**config.mk**
```make
export PLATFORM = sky130hd
export DESIGN_NAME = pipe_stage_hs
export DESIGN_NICKNAME = d
export VERILOG_FILES = /design/src/rtl/pipe_stage_hs_pkg.sv /design/src/rtl/pipe_stage_hs_slot.sv /design/src/rtl/pipe_stage_hs.sv
export SDC_FILE = /design/constraint.sdc
export NUM_CORES = 1
export LEC_CHECK = 0
export CAP_MARGIN = 0
export CORE_MARGIN = 2
export CORE_UTILIZATION = 40
export CTS_BUF_LIST = sky130_fd_sc_hd__clkbuf_8
export CTS_CLUSTER_DIAMETER = 200
export CTS_CLUSTER_SIZE = 12
export DETAILED_ROUTE_END_ITERATION = 16
export PLACE_DENSITY = 0.88
export SLEW_MARGIN = 20
export SYNTH_ARGS = -nofsm -noshare
export SYNTH_HDL_FRONTEND = slang
export SYNTH_HIERARCHICAL = 1
export SYNTH_SLANG_ARGS = --single-unit
export TNS_END_PERCENT = 100
```
**constraint.sdc**
```tcl
create_clock -name clk -period 1.9 [get_ports clk]
set_input_delay 0.38 -clock clk [delete_from_list [all_inputs] [get_ports clk]]
set_output_delay 0.38 -clock clk [all_outputs]
set_load 0.005 [all_outputs]
```
**src/rtl/pipe_stage_hs_pkg.sv**
```systemverilog
// Shared widths and helper types for the elastic pipeline stage.
// ID_EX_PAYLOAD_W sizes the ID/EX instance:
//   pc + rs1 + rs2 + rd_addr + rd_we + dec_info.
package pipe_stage_hs_pkg;

  localparam int unsigned REG_BUS_WIDTH      = 32;
  localparam int unsigned REG_ADDR_BUS_WIDTH = 5;
  localparam int unsigned DEC_INFO_BUS_WIDTH = 12;

  localparam int unsigned ID_EX_PAYLOAD_W =
    REG_BUS_WIDTH            // pc
    + 2 * REG_BUS_WIDTH      // rs1, rs2
    + REG_ADDR_BUS_WIDTH     // rd_addr
    + 1                      // rd_we
    + DEC_INFO_BUS_WIDTH;    // dec_info

  // Per-slot write controls; clr has priority over load.
  typedef struct packed {
    logic load;
    logic clr;
  } slot_ctrl_t;

  // Number of occupied slots.
  function automatic logic [1:0] occupancy(input logic m_v, input logic s_v);
    return {1'b0, m_v} + {1'b0, s_v};
  endfunction

endpackage

```
**src/rtl/pipe_stage_hs_slot.sv**
```systemverilog
// pipe_slot: one valid+data entry with sync active-high reset,
// clear (valid only) and enable-gated data load.
module pipe_slot
  import pipe_stage_hs_pkg::*;
#(
  parameter int unsigned        DATA_W  = 32,
  parameter logic [DATA_W-1:0]  RST_VAL = '0
) (
  input  logic              clk,
  input  logic              rst,
  input  slot_ctrl_t        ctrl_i,
  input  logic [DATA_W-1:0] data_i,
  output logic              valid_o,
  output logic [DATA_W-1:0] data_o
);

  logic              valid_d, valid_q;
  logic [DATA_W-1:0] data_d, data_q;

  // Next-state: clear drops the entry but keeps data; load captures data.
  always_comb begin
    valid_d = valid_q;
    data_d  = data_q;
    if (ctrl_i.clr) begin
      valid_d = 1'b0;
    end else if (ctrl_i.load) begin
      valid_d = 1'b1;
      data_d  = data_i;
    end
  end

  // Slot registers with synchronous reset.
  always_ff @(posedge clk) begin
    if (rst) begin
      valid_q <= 1'b0;
      data_q  <= RST_VAL;
    end else begin
      valid_q <= valid_d;
      data_q  <= data_d;
    end
  end

  assign valid_o = valid_q;
  assign data_o  = data_q;

endmodule

```
**src/rtl/pipe_stage_hs.sv**
```systemverilog
// pipe_stage_hs: elastic valid/ready pipeline stage with flush.
// Optional feature macro: PIPE_SKID_EN adds a skid slot S so that
// in_ready_o is a pure register output. Without it a single slot M is
// used and in_ready_o depends combinationally on out_ready_i.
module pipe_stage_hs
  import pipe_stage_hs_pkg::*;
#(
  parameter int unsigned        DATA_W  = 32,
  parameter logic [DATA_W-1:0]  RST_VAL = {DATA_W{1'b0}}
) (
  input  logic              clk,
  input  logic              rst,
  input  logic              flush_i,
  input  logic              in_valid_i,
  output logic              in_ready_o,
  input  logic [DATA_W-1:0] in_data_i,
  output logic              out_valid_o,
  input  logic              out_ready_i,
  output logic [DATA_W-1:0] out_data_o,
  output logic [1:0]        count_o
);

  logic              m_valid;
  logic [DATA_W-1:0] m_data;
  logic [DATA_W-1:0] m_din;
  slot_ctrl_t        m_ctrl;
  logic              accept;
  logic              consume;

`ifdef PIPE_SKID_EN
  logic              s_valid;
  logic [DATA_W-1:0] s_data;
  slot_ctrl_t        s_ctrl;

  assign in_ready_o = !s_valid && !rst;
`else
  assign in_ready_o = !rst && (!m_valid || out_ready_i);
`endif

  assign accept  = in_valid_i && in_ready_o;
  assign consume = m_valid && out_ready_i;

  // Slot write control in priority order: flush, S->M refill, M load, S load.
  always_comb begin
    m_ctrl = '0;
    m_din  = in_data_i;
`ifdef PIPE_SKID_EN
    s_ctrl = '0;
`endif
    if (flush_i) begin
      m_ctrl.clr = 1'b1;
`ifdef PIPE_SKID_EN
      s_ctrl.clr = 1'b1;
    end else if (s_valid && consume) begin
      m_ctrl.load = 1'b1;
      m_din       = s_data;
      s_ctrl.clr  = 1'b1;
`endif
    end else if (!m_valid || consume) begin
      if (accept) begin
        m_ctrl.load = 1'b1;
      end else if (consume) begin
        m_ctrl.clr = 1'b1;
      end
`ifdef PIPE_SKID_EN
    end else if (accept) begin
      s_ctrl.load = 1'b1;
`endif
    end
  end

  pipe_slot #(
    .DATA_W  (DATA_W),
    .RST_VAL (RST_VAL)
  ) u_slot_m (
    .clk     (clk),
    .rst     (rst),
    .ctrl_i  (m_ctrl),
    .data_i  (m_din),
    .valid_o (m_valid),
    .data_o  (m_data)
  );

`ifdef PIPE_SKID_EN
  pipe_slot #(
    .DATA_W  (DATA_W),
    .RST_VAL (RST_VAL)
  ) u_slot_s (
    .clk     (clk),
    .rst     (rst),
    .ctrl_i  (s_ctrl),
    .data_i  (in_data_i),
    .valid_o (s_valid),
    .data_o  (s_data)
  );

  assign count_o = occupancy(m_valid, s_valid);
`else
  assign count_o = occupancy(m_valid, 1'b0);
`endif

  assign out_valid_o = m_valid;
  assign out_data_o  = m_data;

endmodule

```
Word-level counts from Yosys, hierarchy flattened

Index checks and enable logic that the tools add are counted.

Register bits after elaboration: 33
Output and inout port bits: 36

Multiplexer cells: 6
Reductions and logical operators: 9
Bitwise operators: 1

Operators with widths:

| cell                | count |
|---|---|
| two-way mux 1 bit   | 5 |
| logical AND 1 bit   | 3 |
| zero test 1 bit     | 2 |
| logical OR 1 bit    | 2 |
| two-way mux 2 bit   | 1 |
| AND reduction 2 bit | 1 |
| OR reduction 2 bit  | 1 |
| inverter 1 bit      | 1 |

Logic depth before layout (Yosys ltp)

Gate-level depths: netlist of run 1.

Word-level depth: 9
Depth in mapped cells: 5
Gate-level depth less buffers: 4

Modules after synthesis

The synthesis of run 1 kept the hierarchy.

By module, submodules not included:

| module        | seq. area each (sq um) | instances | area each (sq um) | cells an instance |
|---|---|---|---|---|
| pipe_slot     | 660.6                  | 1         | 1483.9            | 148 |
| pipe_stage_hs | 0.0                    | 1         | 61.3              | 9 |

Least setup slack after synthesis of run 1

OpenSTA, ideal clock, no wires.

Kind: input to register
From: input port out_ready_i
To: register u_slot_m.data_q[10] (netlist: u_slot_m/data_o[10])
Setup time: 0.119 ns
Arrival: 1.484 ns
Setup slack: 0.297 ns
Required time: 1.781 ns
Stages on the path: 5
Path through: inv_1 a2111oi_2 nor2b_4 buf_2 o21ai_1

RTL lines:

| element              | line                     | text |
|---|---|---|
| from (decl)          | pipe_stage_hs.sv:18      | `input logic out_ready_i,` |
| to (signal assigned) | pipe_stage_hs_slot.sv:39 | `data_q <= data_d;` |
| to (decl)            | pipe_stage_hs_slot.sv:18 | `logic [DATA_W-1:0] data_d, data_q;` |

==> metrics, run 1 <==
Slowest-stage cell, CP clkdlybuf4s50_1; Core ar. roughly 3700 um^2; GRT Resource Usage Total 18.06%; Clock Power Share 38.0%; GRT overflow 0; WL final about 3.8 mm; Netlist cell types 17; final hold vios 0; critical path, cell by cell clkdlybuf4s50_1 -> inv_1 -> a2111oi_4 -> buf_4 -> nand4bb_1 -> o21ai_1; post-synthesis instance area 1545 um^2; DRT Pass-1 Iters 4; Seq pwr share a little under half; syn_area_per_cell between 9 and 10 um^2; endpoint type of the worst setup path flop; Die Wd roughly 66 um; Critical Path Max Stage Delay about 480 ps; num ports 73; vias in the first global route 1,356; crit path kind input port to flop; # diodes 0; clk_lat worst skew roughly 280 ps; clk slew on worst S/H paths around 60 ps; worst vdd ir ~0.44 mV; post-DP HPWL around 2.6 mm; H-Tree Depth 2; fin. max-slew vios 0; Final Skew between 2 and 3 ps; initial antenna violation count 0; antenna-violating nets left 0; CTS sink count 33; filler cell count around 340; Syn Nets about 190; Vias/cell a little over 5; Max Freq between 0.5 and 0.6 GHz; pwr/cell area roughly 620 nW/um^2; Sw Pwr 0.3216 mW; Root Driver clkbuf_8; first-pass GRT wire length around 6 mm; Design Power roughly 1.5 mW; vias about 1,400; placed cell area between 2000 and 2500 um^2; Final Cycle Share 90.98%; total setup buffers inserted after CTS 0; Critical Path Start Type input port; Seq/Total Area, Yosys a little over two fifths; Area contributors post-synth dfxtp_1 (43%), nand4bb_1 (23%), nand2b_1 (13%); Syn. warnings 6; DIE AREA roughly 4400 um^2; status complete, no violations; number of max-cap violations 0; Synth Flop Type dfxtp_1; top-area cell type share of the netlist area a little over two fifths; asr flop ratio synth 0%; Comb power frac 14.3%; Max Fanout on Critical Path 33; Syn Inst Count roughly 160; Leak 0.8173 nW; post-route cell area ~2400 um^2; Die H roughly 66 um; WL/cell between 10 and 15 um; area leader, netlist dfxtp_1; DRT iter0 DRCs a little under 70; DRC 0; sw frac between 20% and 30%; Worst EP arrival between 1500 and 2000 ps; Post-synth EDFFs 0; layout cells sized above 1 roughly 8%; top cells by count, synth dfxtp_1 (33), nand2b_1 (33), nand4bb_1 (32), o21ai_1 (30); Initial Util 41.89%; Seq cells post-synth 33; CP required between 2000 and 2500 ps; unrepaired setup endpoints after global routing no; CTS buffer count 5; internal power 1.179 mW; final net count around 260; pre-CTS setup slack -129.4 ps; GP Congestion a little over 0.7; synth-to-layout area growth 56.03%; count of final setup violators 0; TritonCTS clock tree done; Tightest Hold Check Type flop to flop; largest net degree at the start of global routing 66; clock buffer depth 2; row cnt 22; Tmin final 1729 ps; PortBufs slightly above 70; final worst slack around 170 ps
## cell families (layout without fill, tap and decap cells)
group	after synthesis	count (layout)	synth area share, %
other cells	1	1	0.2427
simple gates	68	68	38.14
buf+inv	20	88	6.640
compound gates	35	35	12.23
flops	33	33	42.75
## layout make-up
class	count	area, um^2	area share (%)
well taps	48	60.06	2.491
repair buffers	78	787.0	32.64
flip-flops and latches	33	660.6	27.40
clock buffers	7	96.34	3.996
inverters	2	7.507	0.3114
clock inverters	1	5.005	0.2076
multi-input cells	104	794.5	32.95
## flip-flops by register name, indices dropped and copies added (netlist names)
register          flops
u_slot_m/data_o      32
u_slot_m/valid_o      1
## worst max-delay path, delay by kind of cell
kind,cells,cell delay [ps]
compound gates,2,460
buf+inv,3,940
simple gates,1,140
## power by group through the flow
stage	combinational [mW]	clock [mW]	sequential, mW
global placement	0.215	0	0.731
floorplan	0.0874	0	0.731
global route	0.230	0.627	0.717
CTS	0.217	0.590	0.716
finish	0.215	0.570	0.716
detailed placement	0.217	0	0.731
## path summary, 6_finish.rpt
check	cells past startpoint	end	slack (ps)	startpoint
max	6	u_slot_m/data_o[9]	170	out_ready_i
min	2	u_slot_m/data_o[3]	460	u_slot_m/data_o[3]
max reg2reg	4	u_slot_m/data_o[9]	490	u_slot_m/valid_o
min reg2reg	2	u_slot_m/data_o[3]	460	u_slot_m/data_o[3]
## layer usage
metal / vias to the layer above / GRT usage, % / wire length [um]
li1: 694 / - / -
met1: 664 / 20.32 / 1617
met2: 43 / 30.75 / 1883
met3: 6 / 6.985 / 257
met4: 0 / 6.633 / 70
met5: - / 0 / 0
## repair_timing
item,CTS,global route
hold buffers,0,0
endpoints found under the setup margin,1,0
gates resized for setup,1,0
## metrics by stage
step / instances / hold WS [ps] / setup TNS, ps / utilization (%)
global route: 273 / 493.4 / 0 / 65.37
floorplan: 157 / 458.5 / 0 / -
detailed placement: 265 / 455.8 / -3129 / 62.65
finish: 273 / 465.0 / 0 / 65.37
CTS: 273 / 469.1 / 0 / 65.37
global placement: 265 / 453.5 / -1435 / 62.65
## cell usage in the layout (no fill, tap or decap), drive strengths merged, types with 2 or more instances in the layout
master	count
nand2b	33
o21ai	32
inv	2
dfxtp	33
nand4bb	32
buf	7
clkbuf	7
clkdlybuf4s50	70
Power figures use the tool's default switching activity.
==> run 2: changes to the inputs <==
CTS_BUF_LIST = default   (was sky130_fd_sc_hd__clkbuf_8)
SETUP_SLACK_MARGIN = 0.05   (was default)
==> results of run 2 <==
The final DEF is identical to that of run 1; final timing and power are the same.
==> run 3: changes to the inputs <==
TNS_END_PERCENT = default   (was 100)
==> results of run 3 <==
The final DEF is identical to that of run 1; final timing and power are the same.
